===== src/rtl/covariance_accumulator.sv =====
// Covariance accumulator: reads N centered (x, y) sample pairs from the sample
// RAM in address order, accumulates x*x, x*y and y*y at full precision, then
// divides by N with an arithmetic shift and presents the 2x2 covariance terms
// with a busy/done handshake.
module covariance_accumulator #(
  parameter int N_SAMPLES = 128,
  parameter int LOG2_N    = 7,
  parameter int DW        = 16,
  parameter int ACC_W     = 2*DW + LOG2_N
) (
  input  logic              CLK_cov,
  input  logic              RST_cov,
  input  logic              GO_cov,
  output logic [LOG2_N-1:0] RAM_Addr,
  output logic              RAM_Rd,
  input  logic [DW-1:0]     Din_x,
  input  logic [DW-1:0]     Din_y,
  output logic              COV_Busy,
  output logic              COV_Done,
  output logic [2*DW-1:0]   Cov_xx,
  output logic [2*DW-1:0]   Cov_xy,
  output logic [2*DW-1:0]   Cov_yy
);

  localparam logic [LOG2_N-1:0] LAST_ADDR = LOG2_N'(N_SAMPLES - 1);
  localparam logic [LOG2_N-1:0] ADDR_ONE  = LOG2_N'(1);

  typedef enum logic [1:0] {
    S_IDLE,
    S_READ,
    S_DRAIN,
    S_SCALE
  } state_t;

  state_t state_q, state_d;

  logic              go_q;
  logic              start;
  logic              rd_q, rd_d;
  logic              rd_d1_q;
  logic [LOG2_N-1:0] addr_q, addr_d;
  logic              busy_q, busy_d;
  logic              done_q, done_d;

  logic signed [ACC_W-1:0] acc_xx_q, acc_xx_d;
  logic signed [ACC_W-1:0] acc_xy_q, acc_xy_d;
  logic signed [ACC_W-1:0] acc_yy_q, acc_yy_d;

  logic [2*DW-1:0] cov_xx_q, cov_xx_d;
  logic [2*DW-1:0] cov_xy_q, cov_xy_d;
  logic [2*DW-1:0] cov_yy_q, cov_yy_d;

  logic signed [2*DW-1:0]  x_ext, y_ext;
  logic signed [2*DW-1:0]  prod_xx, prod_xy, prod_yy;
  logic signed [ACC_W-1:0] prod_xx_ext, prod_xy_ext, prod_yy_ext;
  logic signed [ACC_W-1:0] mean_xx, mean_xy, mean_yy;

  // Rising edge of GO; only acted on while idle.
  assign start = GO_cov & ~go_q;

  // Full-precision signed products; operands are widened first so the
  // product of two DW-bit values is formed in 2*DW bits without truncation.
  always_comb begin
    x_ext       = {{DW{Din_x[DW-1]}}, Din_x};
    y_ext       = {{DW{Din_y[DW-1]}}, Din_y};
    prod_xx     = x_ext * x_ext;
    prod_xy     = x_ext * y_ext;
    prod_yy     = y_ext * y_ext;
    prod_xx_ext = {{(ACC_W-2*DW){prod_xx[2*DW-1]}}, prod_xx};
    prod_xy_ext = {{(ACC_W-2*DW){prod_xy[2*DW-1]}}, prod_xy};
    prod_yy_ext = {{(ACC_W-2*DW){prod_yy[2*DW-1]}}, prod_yy};
    mean_xx     = acc_xx_q >>> LOG2_N;
    mean_xy     = acc_xy_q >>> LOG2_N;
    mean_yy     = acc_yy_q >>> LOG2_N;
  end

  // Sequencer: next state, read address/enable, busy/done and result capture.
  always_comb begin
    state_d  = state_q;
    rd_d     = rd_q;
    addr_d   = addr_q;
    busy_d   = busy_q;
    done_d   = 1'b0;
    cov_xx_d = cov_xx_q;
    cov_xy_d = cov_xy_q;
    cov_yy_d = cov_yy_q;
    unique case (state_q)
      S_IDLE: begin
        if (start) begin
          rd_d    = 1'b1;
          addr_d  = '0;
          busy_d  = 1'b1;
          state_d = S_READ;
        end
      end
      S_READ: begin
        if (addr_q == LAST_ADDR) begin
          rd_d    = 1'b0;
          state_d = S_DRAIN;
        end else begin
          addr_d = addr_q + ADDR_ONE;
        end
      end
      S_DRAIN: begin
        state_d = S_SCALE;
      end
      S_SCALE: begin
        cov_xx_d = mean_xx[2*DW-1:0];
        cov_xy_d = mean_xy[2*DW-1:0];
        cov_yy_d = mean_yy[2*DW-1:0];
        done_d   = 1'b1;
        busy_d   = 1'b0;
        addr_d   = '0;
        state_d  = S_IDLE;
      end
      default: begin
        state_d = S_IDLE;
      end
    endcase
  end

  // Accumulators: cleared on an accepted start, otherwise summed one cycle
  // after each read because RAM data arrives a cycle after the address.
  always_comb begin
    acc_xx_d = acc_xx_q;
    acc_xy_d = acc_xy_q;
    acc_yy_d = acc_yy_q;
    if (state_q == S_IDLE && start) begin
      acc_xx_d = '0;
      acc_xy_d = '0;
      acc_yy_d = '0;
    end else if (rd_d1_q) begin
      acc_xx_d = acc_xx_q + prod_xx_ext;
      acc_xy_d = acc_xy_q + prod_xy_ext;
      acc_yy_d = acc_yy_q + prod_yy_ext;
    end
  end

  // State and datapath registers with asynchronous reset.
  always_ff @(posedge CLK_cov or posedge RST_cov) begin
    if (RST_cov) begin
      state_q  <= S_IDLE;
      go_q     <= 1'b0;
      rd_q     <= 1'b0;
      rd_d1_q  <= 1'b0;
      addr_q   <= '0;
      busy_q   <= 1'b0;
      done_q   <= 1'b0;
      acc_xx_q <= '0;
      acc_xy_q <= '0;
      acc_yy_q <= '0;
      cov_xx_q <= '0;
      cov_xy_q <= '0;
      cov_yy_q <= '0;
    end else begin
      state_q  <= state_d;
      go_q     <= GO_cov;
      rd_q     <= rd_d;
      rd_d1_q  <= rd_q;
      addr_q   <= addr_d;
      busy_q   <= busy_d;
      done_q   <= done_d;
      acc_xx_q <= acc_xx_d;
      acc_xy_q <= acc_xy_d;
      acc_yy_q <= acc_yy_d;
      cov_xx_q <= cov_xx_d;
      cov_xy_q <= cov_xy_d;
      cov_yy_q <= cov_yy_d;
    end
  end

  assign RAM_Addr = addr_q;
  assign RAM_Rd   = rd_q;
  assign COV_Busy = busy_q;
  assign COV_Done = done_q;
  assign Cov_xx   = cov_xx_q;
  assign Cov_xy   = cov_xy_q;
  assign Cov_yy   = cov_yy_q;

endmodule


===== config.mk =====
export PLATFORM = sky130hd
export DESIGN_NAME = covariance_accumulator
export DESIGN_NICKNAME = d
export VERILOG_FILES = /design/src/rtl/covariance_accumulator.sv
export SDC_FILE = /design/constraint.sdc
export NUM_CORES = 2
export LEC_CHECK = 0
export ABC_AREA = 1
export BUFFER_PORTS_ARGS = -buffer_cell sky130_fd_sc_hd__buf_2
export CELL_PAD_IN_SITES_DETAIL_PLACEMENT = 1
export CELL_PAD_IN_SITES_GLOBAL_PLACEMENT = 2
export CORE_MARGIN = 8
export CORE_UTILIZATION = 44
export CTS_BUF_LIST = sky130_fd_sc_hd__clkbuf_8
export CTS_CLUSTER_DIAMETER = 80
export CTS_CLUSTER_SIZE = 24
export DETAILED_ROUTE_END_ITERATION = 8
export PLACE_DENSITY = 0.93
export SYNTH_ARGS = -nofsm -noshare
export SYNTH_HDL_FRONTEND = slang
export SYNTH_SLANG_ARGS = --single-unit

===== constraint.sdc =====
create_clock -name CLK_cov -period 12.5 [get_ports CLK_cov]
set_input_delay 1.25 -clock CLK_cov [delete_from_list [all_inputs] [get_ports CLK_cov]]
set_output_delay 1.25 -clock CLK_cov [all_outputs]
set_load 0.005 [all_outputs]

* Word level (Yosys, flattened, before mapping)
Cells that the tools add are included.
** Cells by class
- Reduce and logical (&&, ||, !) cells :: 10
- Shifts and indexed selects :: 0
- $mul :: 3
- $add $sub $neg :: 4
- Bitwise operators :: 2
- Divide/modulo/power cells :: 0
- Equality and inequality tests :: 7
- Magnitude comparators :: 0
- Mux-type cells :: 17
** Operators by type and width (count)
- 39-bit two-way mux :: 6
- 39-bit by 32-bit adder with 39-bit output :: 3
- 16-bit by 16-bit multiplier with 32-bit output :: 3
- 7-bit one-hot mux with 3 select lines :: 1
- 7-bit two-way mux :: 2
- 2-bit one-hot mux with 4 select lines :: 1
- 7-bit by 1-bit adder with 7-bit output (second input constant) :: 1
- 7-bit equality test (second input constant) :: 1
- 2-bit != test (second input constant) :: 3
- 3-bit AND reduction :: 2
- 2-bit nonzero test :: 3
- 2-bit equality test (second input constant) :: 2
- 2-bit two-way mux :: 2
- 1-bit one-hot mux with 2 select lines :: 2
- 2-bit AND reduction :: 2
- 1-bit two-way mux :: 3
- 3-bit nonzero test :: 1
- 2-bit by 1-bit equality test with 1-bit output (second input constant) :: 1
- 2-bit zero test :: 1
- 1-bit AND :: 1
- 1-bit logical AND :: 1
- 1-bit NOT :: 1
** Storage, ports and cells
- Memories kept :: 0
- Register bits :: 227
- Memory bits (writable) :: 0
- Word-level logic and storage cells :: 56
- Latch bits :: 0
- ROM bits :: 0

* Longest topological paths before layout
- Word-level depth :: 4
- Gate-level depth with buffers :: 30
- Gate-level depth less buffers :: 28

* Worst setup path after synthesis
Ideal clock, no wire load.
- Kind :: input to register
- Start :: input Din_y[1]
- End :: register acc_xy_q[38]
- Slack :: 5.719 ns
- Stages :: 24
- Path buffers :: 2
- Arrival time :: 6.663 ns
- Required time :: 12.382 ns
- Cells stage by stage :: clkbuf_1 > clkbuf_1 > nand2_1 > inv_1 > fa_1 > fa_1 > fa_1 > inv_1 > fa_1 > inv_1 > fa_1 > inv_1 > fa_1 > inv_1 > ha_1 > nand2_1 > nor2_1 > nand2_1 > nor2_1 > nand4_1 > nand3_1 > nand2_1 > nand3_1 > nand2_1
** Between the ends
- Word-level cells in the longest chain between the ends :: 4
** RTL lines
- start: declaration :: line 17 : input logic [DW-1:0] Din_y,
- 16-bit by 16-bit multiplier with 32-bit output :: line 67 : prod_xy = x_ext * y_ext;
- 39-bit by 32-bit adder with 39-bit output :: line 134 : acc_xy_d = acc_xy_q + prod_xy_ext;
- 39-bit two-way mux :: line 132 : end else if (rd_d1_q) begin
- 39-bit two-way mux :: line 128 : if (state_q == S_IDLE && start) begin
- end signal: assignment :: line 164 : acc_xy_q <= acc_xy_d;
- end: declaration :: line 46 : logic signed [ACC_W-1:0] acc_xy_q, acc_xy_d;
No other way between the ends. The select of a mux whose other input is x is not followed.
A chain may end at the register's enable or synchronous reset.

* Worst setup path in the final report
- Start :: input Din_x[15]
- End :: register acc_xy_q[36]
** Between the ends
- Word-level cells in the longest chain between the ends :: 4
** RTL lines
- start: declaration :: line 16 : input logic [DW-1:0] Din_x,
- 16-bit by 16-bit multiplier with 32-bit output :: line 67
- 39-bit by 32-bit adder with 39-bit output :: line 134
- 39-bit two-way mux :: line 132
- 39-bit two-way mux :: line 128
No other way between the ends. The select of a mux whose other input is x is not followed.

==> metrics.txt <==
Mapped Area=46070 sq um; commonest cells in the netlist=1687 x inv_1, 1323 x nand2_1, 921 x fa_1; Initial Util=44.45%; HPWL Detailed=115800 microns; final global-route overflow total=0; Max Cap Viol=0; area leader, netlist=fa_1; vias in the first global route=40930; maximum net fanout on the critical path=37; die area=115300 sq um; routed via count=36130; post-route insts no fill=7154; Post-synth EDFFs=0; crit-path cells=buf_2, nand2_1, inv_1, fa_1, fa_1, fa_1, inv_1, fa_1, inv_1, fa_1, inv_1, fa_1, inv_1, ha_1, nand2_1, nor2_1, nand2_1, nor2_1, nand3_1, nand3_1, nand2_1, nand3_1, nand2_1; synthesized netlist cell count=5684; DRT Wirelength=142200 microns; DR iter-0 viols=2273; fraction of layout cells with a size suffix above 1=6.049%; clk sinks=227; Area Growth Syn to Fin=6.431%; metal3 WL=8844 microns; synth unique cells=45; Net count, final=7072; Post-Synth XOR/XNOR Area=0.4373%; post-cts resize count=0; Data arrival, critical path=7.97 ns; final setup violating endpoints=0; core area=103600 sq um; Ys Warns=0; dpl cells=7086; # DRC=0; Routed Antenna Nets=0; final worst path period need=7.360 ns; clock transition at the registers of the reported paths=0.13 ns; met1 wire length=65180 microns; relative slew slack=28.46%; Fill cells=12730; post-synthesis mux area share=1.393%; Final Worst Setup Slack=5.140 ns; Primary FF master, synth=dfrtp_1; global-route wire length before repair=230300 microns; routability cong.=0.9280; Die W=339.6 microns; Max Slew Vio Count=0; gr usage total=25.24%; register area share after synthesis=12.33%; most used cell, CP=fa_1; Pre-antenna DRT Iters=5; crit path buf inv count=6; period utilisation layout=58.88%; number of H-tree levels=2; Syn Nets=7013; most common cell in the netlist=inv_1; Synth Area in Compound Gates=4.329%; Root Buffer=clkbuf_8; crit path kind=in -> reg; Peak Freq=135.9 MHz; Setup Buffers After CTS=0; worst stage delay on the critical path=0.99 ns; CP required=13.11 ns; initial antenna violation count=9; fraction of registers with async set/reset=100.0%; status=completed; Syn Area/Cell=8.105 sq um; DR top layer=met5; DP Worst Slack=4.436 ns; Worst-Skew Late Latency=0.72 ns; met2 WL=64700 microns; combinational family with the most area after synthesis=adder cells; vias per std cell=5.050; CP top delay family=adder cells; Synth top area share=40.02%; clock skew=0.05616 ns; mean routed wirelength per cell=19.88 microns; final hold viol count=0; clk buf depth=3; CP startpoint kind=input pin; RSZ-0062 raised after global routing=false; CTS tree=yes; Synth Area in Adders=50.15%; crit path max-delay cell type=fa_1; CTS Buf Count=35; IO Count=141; die height=339.6 microns; top area cells in the synthesized netlist=fa_1 40%, inv_1 14%, dfrtp_1 12%, nand2_1 11%, ha_1 10%; CP endpoint kind=flop; IO buf count=140; hold_buf cts=0; simple-gate area share of the yosys netlist=16.15%; worst min path class=reg -> reg; largest net degree at the start of global routing=79; Fin Setup TNS=0 ns; Slew @ Worst Pin=1.073 ns; row count=118; Yosys reg bits=227
-- cells in the final DEF, fill, tap and decap left out, types with 4 or more instances in the layout --
| cell type | Yosys | final |
|---|---|---|
| a21oi_1 | 165 | 165 |
| inv_8 | 0 | 6 |
| inv_6 | 0 | 7 |
| inv_1 | 1687 | 1686 |
| mux2_2 | 57 | 57 |
| nand4_1 | 17 | 17 |
| nand3b_1 | 18 | 18 |
| o22ai_1 | 17 | 17 |
| nor3_2 | 4 | 4 |
| dfrtp_1 | 227 | 227 |
| nand2b_1 | 4 | 4 |
| xor2_1 | 13 | 13 |
| xnor2_1 | 10 | 10 |
| o21ai_0 | 80 | 80 |
| clkinv_4 | 0 | 4 |
| a21o_1 | 8 | 8 |
| o21ai_1 | 27 | 27 |
| clkbuf_8 | 0 | 36 |
| a22o_1 | 17 | 17 |
| diode_2 | 0 | 4 |
| inv_2 | 19 | 17 |
| nor2_1 | 310 | 310 |
| clkinv_8 | 0 | 6 |
| buf_2 | 15 | 140 |
| fa_1 | 921 | 921 |
| o21bai_1 | 23 | 23 |
| a21boi_0 | 5 | 5 |
| nor2_2 | 6 | 6 |
| nand2_1 | 1323 | 1322 |
| nor3_1 | 23 | 23 |
| ha_1 | 373 | 372 |
| or2_2 | 9 | 9 |
| nand3_1 | 142 | 142 |
| buf_4 | 0 | 34 |
-- worst register-to-register path, delay by kind of cell (launching register included) --
| kind | cells | cell delay, ns |
|---|---|---|
| buffers and inverters | 5 | 0.51 |
| DFF | 1 | 0.38 |
| and+or+nand+nor | 10 | 1.39 |
| adders and majority gates | 6 | 2.81 |
-- worst paths after layout --
check | from | to | slack (ns) | depth (start not counted)
worst max-delay path | Din_x[15] | acc_xy_q[36]$_DFFE_PP0P_ | 5.14 | 23
worst min-delay path | RAM_Rd$_DFFE_PP0P_ | rd_d1_q$_DFF_PP0_ | 0.45 | 0
worst max register to register | acc_xy_q[15]$_DFFE_PP0P_ | acc_xy_q[35]$_DFFE_PP0P_ | 7.35 | 21
worst min register to register | RAM_Rd$_DFFE_PP0P_ | rd_d1_q$_DFF_PP0_ | 0.45 | 0
max in group asynchronous | RST_cov | acc_xx_q[15]$_DFFE_PP0P_ | 9.80 | 4
min in group asynchronous | RST_cov | acc_yy_q[30]$_DFFE_PP0P_ | 0.59 | 2
-- flip-flops by register name, indices dropped and copies added (netlist names) --
register,cells
acc_xx_q,39
acc_xy_q,39
acc_yy_q,39
Cov_xx,32
Cov_xy,32
Cov_yy,32
RAM_Addr,7
state_q,2
COV_Busy,1
COV_Done,1
RAM_Rd,1
go_q,1
rd_d1_q,1
-- layout make-up --
| cell class | instances | area, sq um | area share, % |
|---|---|---|---|
| Tap cell | 1380 | 1727 | 3.521 |
| Antenna cell | 4 | 10.01 | 0.02041 |
| Timing Repair Buffer | 174 | 955.9 | 1.950 |
| Clock inverter | 28 | 339.1 | 0.6915 |
| Clock buffer | 36 | 495.5 | 1.011 |
| Inverter | 1709 | 6425 | 13.10 |
| Sequential cell | 227 | 5680 | 11.59 |
| Multi-Input combinational cell | 3596 | 33400 | 68.12 |
-- metal layers --
| layer | GRT usage (%) | vias to the layer above |
|---|---|---|
| li1 | - | 16490 |
| met1 | 36.09 | 18620 |
| met2 | 40.04 | 845 |
| met3 | 4.029 | 169 |
| met4 | 6.424 | 4 |
| met5 | 0 | - |
-- stage by stage --
| step | util (%) | hold WS [ns] | instance area (sq um) |
|---|---|---|---|
| after floorplan | - | 0.3964 | 46070 |
| after global placement | 46.49 | 0.3925 | 48190 |
| after detailed placement | 46.49 | 0.4247 | 48190 |
| after CTS | 47.30 | 0.4541 | 49020 |
| after global routing | 47.31 | 0.4744 | 49030 |
| final | 47.31 | 0.4518 | 49030 |
-- kinds of logic (layout without fill, tap and decap cells) --
family,Yosys count,in the layout
other,0,4
buffers and inverters,1861,1947
AO/OA/AOI/OAI,354,354
AND/OR/NAND/NOR,1868,1868
XOR/XNOR,23,23
adder cells (fa/ha/maj),1294,1294
flip-flops,227,227
multiplexers,57,57
Power is left out: the tool's default activity adds up to more than one toggle a clock period on the data nets, which glitch-free logic cannot reach.
